<file path="config.mk">
export PLATFORM = sky130hd
export DESIGN_NAME = uart_tx_fifo
export DESIGN_NICKNAME = d
export VERILOG_FILES = /design/src/rtl/uart_tx_fifo.sv
export SDC_FILE = /design/constraint.sdc
export NUM_CORES = 1
export LEC_CHECK = 0
export ABC_AREA = 1
export BUFFER_PORTS_ARGS = -buffer_cell sky130_fd_sc_hd__buf_2
export CORE_MARGIN = 4
export CORE_UTILIZATION = 40
export CTS_CLUSTER_DIAMETER = 200
export DETAILED_ROUTE_END_ITERATION = 10
export GPL_ROUTABILITY_DRIVEN = 0
export GPL_TIMING_DRIVEN = 0
export PLACE_DENSITY = 0.61
export SETUP_SLACK_MARGIN = 0.2
export SYNTH_ARGS = -nofsm -noshare
export SYNTH_HDL_FRONTEND = slang
export SYNTH_SLANG_ARGS = --single-unit
</file>
<file path="constraint.sdc">
create_clock -name clk -period 5.4 [get_ports clk]
set_input_delay 1.62 -clock clk [delete_from_list [all_inputs] [get_ports clk]]
set_output_delay 1.62 -clock clk [all_outputs]
set_load 0.02 [all_outputs]
</file>
<file path="src/rtl/uart_tx_fifo.sv">
// Character FIFO in front of a UART transmitter: circular buffer plus a
// four-state start/ack/done handshake that pops one character per transfer.
module uart_tx_fifo #(
  parameter int DATA_W = 8,
  parameter int DEPTH  = 8
) (
  input  logic                       clk,
  input  logic                       rst_n,
  input  logic [DATA_W-1:0]          wr_data,
  input  logic                       wr_en,
  input  logic                       flush,
  output logic [DATA_W-1:0]          tx_data,
  output logic                       send,
  input  logic                       tx_data_ready,
  output logic                       full,
  output logic                       empty,
  output logic [$clog2(DEPTH):0]     count,
  output logic                       overflow
);

  localparam int PW = $clog2(DEPTH);
  localparam int CW = PW + 1;

  localparam logic [1:0] IDLE      = 2'd0;
  localparam logic [1:0] SEND      = 2'd1;
  localparam logic [1:0] WAIT_ACK  = 2'd2;
  localparam logic [1:0] WAIT_DONE = 2'd3;

  logic [DATA_W-1:0] mem [DEPTH];

  logic [PW-1:0]     wr_ptr_reg;
  logic [PW-1:0]     rd_ptr_reg;
  logic [CW-1:0]     count_reg;
  logic              overflow_reg;
  logic [1:0]        state_reg;
  logic [1:0]        state_next;
  logic [DATA_W-1:0] tx_data_reg;

  logic wr_accept;
  logic pop;

  // Status flags come only from the registered count, so wr_en never reaches them combinationally.
  assign full  = (count_reg == CW'(DEPTH));
  assign empty = (count_reg == '0);

  assign wr_accept = wr_en && !flush && !full;
  assign pop       = (state_reg == IDLE) && !empty && tx_data_ready && !flush;

  assign count    = count_reg;
  assign overflow = overflow_reg;
  assign tx_data  = tx_data_reg;
  assign send     = (state_reg == SEND);

  always_ff @(posedge clk) begin
    if (wr_accept) begin
      mem[wr_ptr_reg] <= wr_data;
    end
  end

  always_comb begin
    state_next = state_reg;
    case (state_reg)
      IDLE:      if (pop) state_next = SEND;
      SEND:      state_next = WAIT_ACK;
      WAIT_ACK:  if (!tx_data_ready) state_next = WAIT_DONE;
      WAIT_DONE: if (tx_data_ready) state_next = IDLE;
      default:   state_next = IDLE;
    endcase
  end

  always_ff @(posedge clk) begin
    if (!rst_n) begin
      state_reg    <= IDLE;
      wr_ptr_reg   <= '0;
      rd_ptr_reg   <= '0;
      count_reg    <= '0;
      overflow_reg <= 1'b0;
      tx_data_reg  <= '0;
    end else begin
      // The handshake keeps running through a flush; only the queue is cleared.
      state_reg <= state_next;
      if (flush) begin
        wr_ptr_reg   <= '0;
        rd_ptr_reg   <= '0;
        count_reg    <= '0;
        overflow_reg <= 1'b0;
      end else begin
        if (wr_accept) begin
          wr_ptr_reg <= wr_ptr_reg + PW'(1);
        end
        if (pop) begin
          rd_ptr_reg  <= rd_ptr_reg + PW'(1);
          tx_data_reg <= mem[rd_ptr_reg];
        end
        case ({wr_accept, pop})
          2'b10:   count_reg <= count_reg + CW'(1);
          2'b01:   count_reg <= count_reg - CW'(1);
          default: count_reg <= count_reg;
        endcase
        if (wr_en && full) begin
          overflow_reg <= 1'b1;
        end
      end
    end
  end

endmodule

</file>
# ---- Yosys cells after proc, flatten, opt, wreduce, memory -nomap -nowiden
# Memories as Yosys holds them, arrays and structs flattened. A register that Yosys moved wholly into a read port is not among the register bits.
# Index checks and enable logic that the tools add are counted.
dict set report op_classes {
  addsub 4
  n_mul 0
  div_mod_pow 0
  magnitude_cmp 0
  n_eq_ne 9
  shifts 0
  mux 7
  bitwise_logic 2
  n_reduce_logical 16
}
# cell count
set ops {}
lappend ops {{$pmux 2 s4} 1}
lappend ops {{$pmux 4 s2} 1}
lappend ops {{$add 3x1->3 const B} 2}
lappend ops {{$eq 2x2->1 const B} 3}
lappend ops {{$logic_and 1x1->1} 6}
lappend ops {{$mux 2} 3}
lappend ops {{$ne 2x2->1 const B} 3}
lappend ops {{$add 4x1->4 const B} 1}
lappend ops {{$eq 2x1->1 const B} 2}
lappend ops {{$eq 4x4->1 const B} 1}
lappend ops {{$logic_not 1->1} 4}
lappend ops {{$logic_not 4->1} 1}
lappend ops {{$sub 4x1->4 const B} 1}
lappend ops {{$reduce_and 3->1} 1}
lappend ops {{$logic_not 2->1} 1}
lappend ops {{$mux 1} 2}
lappend ops {{$not 1->1} 2}
lappend ops {{$reduce_and 2->1} 1}
lappend ops {{$reduce_bool 2->1} 1}
lappend ops {{$reduce_or 2->1} 1}
dict set report word_totals {
  regBits 13
  latchBits 0
  mem_bits_rw 64
  romBits 0
  in_bits 13
  out_inout_bits 16
  elab_cells 44
  memories 1
}
# memory words width read_ports rd_clocked_by_memory_dff wr line_no
set mem_list {}
lappend mem_list {mem 8 8 1 1 1 29} ;# logic [DATA_W-1:0] mem [DEPTH];

# ---- Longest topological paths before layout
dict set report depth {
  word_depth 7
  depth_mapped 13
  depth_no_buf 13
}

# ---- Worst setup path after synthesis
# OpenSTA, ideal clock, no wires.
dict set report synth_path {
  path_kind {input -> register}
  start {input port tx_data_ready}
  end {register count_reg[2] (netlist: count[2])}
  setup_time_ns 0.115
  arrival_ns 2.923
  required_ns 5.285
  path_slack_ns 2.361
  path_stages 10
  path_buffers 0
  cell_sequence {inv_1 nor2_2 nand3_4 inv_4 ha_1 inv_1 fa_1 xnor2_1 o21ai_0 inv_1}
}
dict set report synth_between {
  elab_chain_cells 4
  elab_cells_between_ends 6
  cone_classes {eq/ne (2); mux (1); reduce/logical (3)}
}
# element line_no
set synth_rtl {}
lappend synth_rtl {{start: declaration} 14} ;# input logic tx_data_ready,
lappend synth_rtl {{$logic_and 1x1->1 * (2 in series)} 47} ;# assign pop = (state_reg == IDLE) && !empty && tx_data_ready && !flush;
lappend synth_rtl {{via pop} 40} ;# logic pop;
lappend synth_rtl {{$eq 2x1->1 or $eq 2x2->1 (tied branches)} 95} ;# case ({wr_accept, pop})
lappend synth_rtl {{$pmux 4 s2 or $reduce_bool 2->1 (tied branches)} -}
lappend synth_rtl {{end signal: assignment} 96} ;# 2'b10: count_reg <= count_reg + CW'(1);
lappend synth_rtl {{end signal: assignment} 97} ;# 2'b01: count_reg <= count_reg - CW'(1);
lappend synth_rtl {{end signal: assignment} 98} ;# default: count_reg <= count_reg;
lappend synth_rtl {{end: declaration} 33} ;# logic [CW-1:0] count_reg;
# Mark *: on every way through the listed nets, which the timed path passes. The rest lies on a longest branch.
# A chain may end at the register's enable or synchronous reset.

# ---- Worst setup path after layout
dict set report layout_path {
  start {input port flush}
  end {register count_reg[2] (netlist: count[2])}
}
dict set report layout_between {
  elab_cells_between_ends 9
  cone_classes {eq/ne (2); mux (1); reduce/logical (6)}
}
# element line_no
set layout_lines {}
lappend layout_lines {{start: declaration} 11} ;# input logic flush,
lappend layout_lines {{$logic_not 1->1 *} 47}
lappend layout_lines {{$logic_and 1x1->1 *} 47}
lappend layout_lines {{via pop} 40}
lappend layout_lines {{$eq 2x1->1 or $eq 2x2->1 (tied branches)} 95}
lappend layout_lines {{$pmux 4 s2 or $reduce_bool 2->1 (tied branches)} -}
# Marked as above.

==> results.tsv <==
stage	metric	value	unit
outcome	status	complete, no violations	
pwr	seqPwrFrac	0.564	
pwr	switching_share	0.2450	
setup_path	max_stage_delay	0.39	ns
layout	post-route-util	0.4664	
detailed_routing	drc	0	
layout	num_antenna_cells	0	
setup_path	required	5.65	ns
worst_hold_path	hold_path_class	reg2reg	
cts	cts.sinks	85	
setup_path	start_kind	input pin	
timing	final.min_clock_period	2.983	ns
cts	cts_setup_buffers	0	
timing	setup_ws	2.417	ns
detailed_routing	route.detailed.wl_per_inst	13.59	um
timing	hold_viol	0	
cts	cts-hold-fix-buffers	0	
synthesis	syn-num-nets	420	
pwr	leakage	0.001879	uW
timing	rsz0062_at_grt	no	
setup_path	crit_top_cell	inv_1	
setup_path	critPathBufInv	4	
grt	grt_pass1_vias	2468	
setup_path	cp_top_family	adder cells	
placed_design	dp_hpwl	5353	um
grt	grt_usage	0.1482	
timing	min_period_over_period	0.5524	
cts	cts_root_buf	clkbuf_8	
synthesis	yosysWarnings	0	
synthesis	syn_area	3841	um2
layout	largest_reg_flops	64	
pwr	clockPowerShare	0.341	
timing	slew_headroom	0.4379	
run	maxCapViolations	0	
detailed_routing	viasPerCell	4.675	
layout	finalNetCount	459	
die	initial_core_util	0.4137	
synthesis	yosys_register_bits	85	
die	die_area	11230	um2
layout	drive_gt1_frac	0.1500	
detailed_routing	vias	2660	
timing	setup-tns-final	0	ns
grt	grt_max_degree	15	
setup_path	worst-path-max-fanout	10	
cts	clk_pin_slew_worst_paths	0.08	ns
pwr	p_comb_frac	0.094	
cts	cts_tree	yes	
synthesis	async_reset_ff_frac	0	
setup_path	critPathArrivalTime	3.23	ns
timing	maxClockFrequency	0.3352	GHz
pwr	power.density	295.8	nW/um2
synthesis	synth_common_cells	nand2_1, inv_1, edfxtp_1	
cts	clock_latency	0.35	ns
detailed_routing	dr.pass1.iters	4	
timing	finalMaxSlewViolations	0	
cts	htree_num_levels	3	
synthesis	synth_area_leader_cell	edfxtp_1	
detailed_routing	drt_wl_total	7734	um
timing	hold_slack	0.4510	ns
detailed_routing	postRouteAntennaNets	0	
setup_path	path_cells	buf_2, nor2_2, nand3_4, inv_4, ha_1, inv_1, fa_1, xnor2_1, o21ai_0, inv_1	
die	die_h	106.0	um
synthesis	yosysSeqAreaShare	0.6098	
synthesis	avgSynthCellArea	9.700	um2
synthesis	syn_inst	396	
setup_path	worst-setup-path-type	in2reg	
pwr	intPower	967.1	uW
layout	synthToLayoutAreaGrowth	12.74	%
setup_path	r2r_slack	3.26	ns
die	top_level_ports	29	
pwr	vdd_ir_drop_max	0.09917	mV
die	core	9284	um2
grt	antenna_found_initial	0	
detailed_routing	drtIter0Drc	156	
timing	setup_violations	0	
cts	cts_made_buffers	9	
die	rows	35	
synthesis	synth.most_common_cell	nand2_1	
setup_path	slowest_stage	fa_1	
cts	clk_path_buf_depth	2	
die	die_width	106.0	um
cts	ctsResizeCount	0	
timing	worst_pin_slew	0.8400	ns
pwr	switchingPower	313.8	uW
placed_design	dp_slack	2.027	ns
synthesis	yosys_most_used_dff	edfxtp_1	
setup_path	end_kind	flip-flop	
synthesis	synth_edf_count	64	
placed_design	port_buffers	28	
timing	fin_worst_skew	0.007164	ns
grt	grt_pass1_wl	12770	um
synthesis	synth_cell_types	27	
synthesis	synth_area_leaders	edfxtp_1, dfxtp_1, nand2_1	
grt	grt_overflow	0	
synthesis	synth_top_area_frac	0.5003	
==> final timing paths <==
kind	start	to	cells past startpoint
max	flush	count[2]$_SDFFE_PP0P_	10
min	overflow$_SDFFE_PP0P_	overflow$_SDFFE_PP0P_	2
max reg2reg	state_reg[0]$_SDFFE_PN0P_	count[2]$_SDFFE_PP0P_	10
min reg2reg	overflow$_SDFFE_PP0P_	overflow$_SDFFE_PP0P_	2
==> cell usage in the layout, fill, tap and decap left out, drive strengths merged <==
master	n
nor2	19
mux2i	1
a211oi	1
xor2	1
o21ai	5
xnor2	1
dfxtp	21
nand3	55
nand2	113
clkbuf	10
inv	74
ha	10
bufinv	1
buf	39
clkinv	5
a21oi	19
fa	1
edfxtp	64
==> kinds of logic (layout without fill, tap and decap cells) <==
logic type      Yosys count  after routing  synth area share
xor+xnor                  2              2          0.004561
compound gates           25             25           0.03453
buf+inv                  85            129            0.1016
flops                    85             85            0.6098
fa+ha+maj                11             11           0.03779
simple gates            187            187            0.2091
mux                       1              1          0.002606
==> cell type report <==
class                   count  area [um2]
repair buffers             28       140.1
multi-input cells         226        1109
plain buffers              12       108.9
clock inverters             7       63.81
flip-flops and latches     85        2342
well taps                 129       161.4
fillers                   887        4954
clock buffers               9       123.9
inverters                  73       281.5
==> metal layers <==
layer,track usage,up-vias,part of all wire
met1,0.2103,1232,0.45
met4,0.05180,0,0.016
met2,0.2272,76,0.47
li1,-,1341,-
met5,0,-,0
met3,0.02914,11,0.061
==> worst register-to-register path: cells and delay by family, from the launching register on <==
kind / cells / cell delay, ns
fa+ha+maj: 3 / 0.89
buf+inv: 4 / 0.39
flops: 1 / 0.35
compound gates: 1 / 0.15
simple gates: 1 / 0.13
xor+xnor: 1 / 0.13
==> per-stage QoR <==
stage	instances	total power (uW)	instance area [um2]
2_1_floorplan	396	822.6	3841
3_3_place_gp	553	856.9	4143
3_5_place_dp	553	859.9	4143
4_1_cts	569	1292	4330
5_1_grt	569	1339	4330
6_report	569	1281	4330
==> power groups by stage <==
stage	logic, uW	registers [uW]	clock network, uW
4_1_cts	122	723	447
3_5_place_dp	122	738	0
6_report	121	723	437
5_1_grt	137	725	477
3_3_place_gp	120	737	0
2_1_floorplan	82.3	740	0
No activity file was read; power rests on OpenSTA's default activity.
